`config.mk`:
```
export PLATFORM = sky130hd
export DESIGN_NAME = mcu_dispatch
export DESIGN_NICKNAME = d
export VERILOG_FILES = /design/src/rtl/mcu_dispatch_pkg.sv /design/src/rtl/mcu_dispatch_timer.sv /design/src/rtl/mcu_dispatch.sv
export SDC_FILE = /design/constraint.sdc
export NUM_CORES = 1
export LEC_CHECK = 0
export ABC_AREA = 1
export BUFFER_PORTS_ARGS = -buffer_cell sky130_fd_sc_hd__buf_2
export CAP_MARGIN = 10
export CELL_PAD_IN_SITES_DETAIL_PLACEMENT = 1
export CELL_PAD_IN_SITES_GLOBAL_PLACEMENT = 2
export CORE_MARGIN = 2
export CORE_UTILIZATION = 23
export DETAILED_ROUTE_END_ITERATION = 6
export PLACE_DENSITY = 0.82
export SYNTH_ARGS = -nofsm -noshare
export SYNTH_HDL_FRONTEND = slang
export SYNTH_SLANG_ARGS = --single-unit
```
`constraint.sdc`:
```
create_clock -name clk -period 3.3 [get_ports clk]
set_input_delay 0.66 -clock clk [delete_from_list [all_inputs] [get_ports clk]]
set_output_delay 0.66 -clock clk [all_outputs]
set_load 0.02 [all_outputs]
```
`src/rtl/mcu_dispatch_pkg.sv`:
```
// Shared state encoding, target ids and helpers for the MCU byte dispatcher.
package mcu_dispatch_pkg;

    typedef enum logic [2:0] {
        ST_IDLE,
        ST_SEL,
        ST_ROUTE,
        ST_STAT,
        ST_DROP
    } state_t;

    localparam logic [7:0] TGT_SYS  = 8'h00;
    localparam logic [7:0] TGT_HID  = 8'h01;
    localparam logic [7:0] TGT_OSD  = 8'h02;
    localparam logic [7:0] TGT_SDC  = 8'h03;
    localparam logic [7:0] TGT_STAT = 8'hFF;

    function automatic logic [3:0] tgt_onehot(input logic [1:0] id);
        tgt_onehot = 4'b0001 << id;
    endfunction

endpackage

```
`src/rtl/mcu_dispatch_timer.sv`:
```
// Idle-cycle counter; expired holds once the count reaches TIMEOUT_CYCLES while enabled.
// Latency: count advances one per enabled cycle; no backpressure.
module mcu_dispatch_timer #(
    parameter int TIMEOUT_CYCLES = 65535
) (
    input  logic clk,
    input  logic reset,
    input  logic clear,
    input  logic enable,
    output logic expired
);
    localparam int CW = $clog2(TIMEOUT_CYCLES + 1);
    localparam logic [CW-1:0] LIMIT = CW'(TIMEOUT_CYCLES);

    logic [CW-1:0] cnt;

    assign expired = enable && (cnt == LIMIT);

    always_ff @(posedge clk or posedge reset) begin
        if (reset) begin
            cnt <= '0;
        end else if (clear) begin
            cnt <= '0;
        end else if (enable && cnt != LIMIT) begin
            cnt <= cnt + 1'b1;
        end
    end

endmodule

```
`src/rtl/mcu_dispatch.sv`:
```
// Routes MCU byte frames to one of four targets or returns interrupt status; MCU_DISPATCH_TIMEOUT_EN adds an idle-frame abort.
// Latency: target strobes/bytes and int_out_n 1 cycle, mcu_dout combinational; no backpressure.
module mcu_dispatch
    import mcu_dispatch_pkg::*;
#(
    parameter int TIMEOUT_CYCLES = 65535
) (
    input  logic        clk,
    input  logic        reset,
    input  logic        mcu_strobe,
    input  logic        mcu_start,
    input  logic [7:0]  mcu_din,
    output logic [7:0]  mcu_dout,
    output logic [3:0]  tgt_strobe,
    output logic        tgt_start,
    output logic [7:0]  tgt_din,
    input  logic [31:0] tgt_dout,
    input  logic [3:0]  tgt_int_n,
    output logic        int_out_n
);
    state_t     state;
    logic [1:0] id;
    logic       payload;
    logic       expired;

    if (TIMEOUT_CYCLES < 1) begin : g_bad_timeout
    end

    assign payload = mcu_strobe && !mcu_start && (state == ST_SEL || state == ST_ROUTE);

`ifdef MCU_DISPATCH_TIMEOUT_EN
    logic active;
    assign active = (state == ST_SEL) || (state == ST_ROUTE) || (state == ST_STAT);

    mcu_dispatch_timer #(
        .TIMEOUT_CYCLES (TIMEOUT_CYCLES)
    ) u_timer (
        .clk     (clk),
        .reset   (reset),
        .clear   (mcu_strobe || !active),
        .enable  (active),
        .expired (expired)
    );
`else
    assign expired = 1'b0;
`endif

    always_comb begin
        mcu_dout = 8'h00;
        case (state)
            ST_SEL, ST_ROUTE: mcu_dout = tgt_dout[{id, 3'b000} +: 8];
            ST_STAT:          mcu_dout = {4'b0000, ~tgt_int_n};
            default:          mcu_dout = 8'h00;
        endcase
    end

    always_ff @(posedge clk or posedge reset) begin
        if (reset) begin
            state      <= ST_IDLE;
            id         <= 2'd0;
            tgt_strobe <= 4'b0000;
            tgt_start  <= 1'b0;
            tgt_din    <= 8'h00;
            int_out_n  <= 1'b1;
        end else begin
            tgt_strobe <= 4'b0000;
            tgt_start  <= 1'b0;
            int_out_n  <= &tgt_int_n;
            // A start strobe always wins: it aborts any open frame with no stray target strobe.
            if (mcu_strobe && mcu_start) begin
                id <= mcu_din[1:0];
                if (mcu_din <= TGT_SDC) begin
                    state <= ST_SEL;
                end else if (mcu_din == TGT_STAT) begin
                    state <= ST_STAT;
                end else begin
                    state <= ST_DROP;
                end
            end else if (payload) begin
                tgt_strobe <= tgt_onehot(id);
                tgt_start  <= (state == ST_SEL);
                tgt_din    <= mcu_din;
                state      <= ST_ROUTE;
            end else if (expired) begin
                state <= ST_IDLE;
            end
        end
    end

endmodule

```
==> results.sh <==
export IMPL_status="finished clean"
export IMPL_synth_area_leaders="dfrtp_1 (39%), nand2_1 (19%), nand3_1 (11%)"
export IMPL_yosys_area_top_type_share=0.391
export IMPL_grt_max_degree=23
export IMPL_max_freq_mhz=392
export IMPL_num_vias=1247
export IMPL_ys_ff_latch=19
export IMPL_setup_viol=0
export IMPL_cp_end_kind="primary output"
export IMPL_slew_violations=0
export IMPL_layout_nets=275
export IMPL_required_ps=2640
export IMPL_clk_path_buf_depth=2
export IMPL_dpl_hpwl_um=2920
export IMPL_syn_area_um2=1150
export IMPL_swShare=0.334
export IMPL_cp_slowest_cell="dfrtp_1"
export IMPL_post_cts_buffers=0
export IMPL_antenna_found_initial=0
export IMPL_fin_crit_sh=0.774
export IMPL_drt_iter0_drc=60
export IMPL_die_h_um=74.8
export IMPL_vias_per_cell=4.26
export IMPL_period_needed_ps=2550
export IMPL_leakagePower_nw=0.916
export IMPL_gp_congestion=0.783
export IMPL_grt_use_total=0.129
export IMPL_h_tree_depth=1
export IMPL_holdWs_ps=470
export IMPL_die_area_um2=5590
export IMPL_skew_ps=4.76
export IMPL_syn_area_per_cell_um2=7.25
export IMPL_wl_per_cell_um=12.3
export IMPL_cts_num_sinks=19
export IMPL_powerDensity_nw_per_um2=377
export IMPL_cts_resized=0
export IMPL_synthCells=159
export IMPL_maxCapViolations=0
export IMPL_syn2layout_area_growth_pct=37.9
export IMPL_path_cells="inv_2 -> nor2_2 -> nand2_1 -> nand4_1 -> nand2_1 -> nand2_1 -> buf_2"
export IMPL_cts_buffers=3
export IMPL_cts_tree="yes"
export IMPL_worst_path_largest_cell_delay_ps=640
export IMPL_max_vdd_ir_drop_v=0.000203
export IMPL_drcViolationCount=0
export IMPL_cts_root_buf="clkbuf_8"
export IMPL_hold_class="reg -> reg"
export IMPL_first_pass_iters=4
export IMPL_arrival_ps=1890
export IMPL_synth_net_count=207
export IMPL_layout_drive_gt1_share=0.385
export IMPL_dpl_cell_area_um2=1540
export IMPL_crit_fanout=13
export IMPL_p_seq_frac=0.471
export IMPL_pin_count=70
export IMPL_grt_setup_unrepaired="false"
export IMPL_yosysSeqAreaShare=0.414
export IMPL_yosysUniqueCellTypes=21
export IMPL_clkPwrFrac=0.274
export IMPL_power_switching_mw=0.200
export IMPL_drtAntennaViolNets=0
export IMPL_antenna_cells=0
export IMPL_min_path_cells=2
export IMPL_cpMostUsedCell="nand2_1"
export IMPL_tightest_slew_ps=763
export IMPL_start_util=0.241
export IMPL_ctsHoldBuffers=0
export IMPL_r2r_cells=6
export IMPL_final_cell_mix="buf_2 (69), nand2_1 (58), nand3_1 (25)"
export IMPL_clkTransAtPathRegs_ps=80
export IMPL_place_port_buffers=69
export IMPL_internal_power_mw=0.399
export IMPL_final_area_um2=1590
export IMPL_yosysTopAreaCell="dfrtp_1"
export IMPL_worst_setup_path_type="reg -> out"
export IMPL_finalHoldViolations=0
export IMPL_grt_pass1_vias=1233
export IMPL_coreArea_um2=4790
export IMPL_synth_warnings=0
export IMPL_startpoint_type="flop"
export IMPL_grt_first_pass_wirelength_um=5570
export IMPL_gr_total_overflow=0
export IMPL_final_setup_tns_ps=0
export IMPL_slew_headroom=0.491
export IMPL_clkLatencyLatePin_ps=260
export IMPL_rows=25
export IMPL_final_common_cell="buf_2"
export IMPL_wl_um=3600
export IMPL_die_w_um=74.8
export IMPL_combinationalPowerShare=0.254
synth_stat cells (all sizes together):
library cell,n
nor2,12
nand4,8
nor3,4
dfrtp,18
inv,13
nor4,1
buf,6
a21oi,1
o21ai,4
nand2,61
and2,4
dfstp,1
nand3,26
worst max-delay path: cells and delay by family (launching register included):
kind | cells | cell delay, ps
flops | 1 | 640
simple gates | 5 | 630
buf+inv | 2 | 370
power groups by stage:
| stage | Clock, mW | Combinational, mW | Sequential (mW) |
|---|---|---|---|
| 3_5_place_dp | 0 | 0.155 | 0.288 |
| 2_1_floorplan | 0 | 0.0811 | 0.296 |
| 6_report | 0.164 | 0.152 | 0.283 |
| 5_1_grt | 0.182 | 0.172 | 0.288 |
| 4_1_cts | 0.173 | 0.156 | 0.283 |
| 3_3_place_gp | 0 | 0.154 | 0.286 |
cell type report:
class,instances,area (um^2)
clock buffers,3,41.3
clock inverters,1,5.00
fillers,635,3200
inverters,13,48.8
multi-input cells,121,588
flip-flops and latches,19,477
well taps,67,83.8
repair buffers,69,345
through the flow:
stage | setup slack [ps] | total power [mW] | std cells | utilization
floorplan | 1610 | 0.377 | 159 | -
global placement | 1010 | 0.440 | 289 | 0.322
detailed placement | 1000 | 0.443 | 289 | 0.322
CTS | 701 | 0.612 | 293 | 0.332
global route | 549 | 0.642 | 293 | 0.332
finish | 746 | 0.599 | 293 | 0.332
per-layer routing:
metal / track usage / vias up / wire, um
met2: 0.224 / 34 / 1830
met4: 0.0397 / 0 / 27
met1: 0.163 / 565 / 1570
met3: 0.0228 / 2 / 172
li1: - / 646 / -
met5: 0 / - / 0
state kept, by name (all words and copies together) (netlist names):
register	flops
id	2
state	3
int_out_n	1
tgt_start	1
tgt_strobe	4
tgt_din	8
worst paths after layout:
kind                                               end  slack, ps                    from
worst min-delay path            tgt_din[5]$_DFFE_PP0P_        470  tgt_din[5]$_DFFE_PP0P_
max in group asynchronous         state[0]$_DFFE_PP0P_       2290                   reset
worst max register to register  tgt_din[0]$_DFFE_PP0P_       2020    state[2]$_DFFE_PP0P_
worst min register to register  tgt_din[5]$_DFFE_PP0P_        470  tgt_din[5]$_DFFE_PP0P_
min in group asynchronous       tgt_din[5]$_DFFE_PP0P_        520                   reset
worst max-delay path                       mcu_dout[0]        750       id[1]$_DFFE_PP0P_
kinds of logic (layout without fill, tap and decap cells):
logic type	count (synthesis)	count (layout)	share of synthesized area
compound gates	5	5	0.0217
buf+inv	19	86	0.0760
flops	19	19	0.414
simple gates	116	116	0.489
Note: power is estimated with default switching activity, not from simulation.
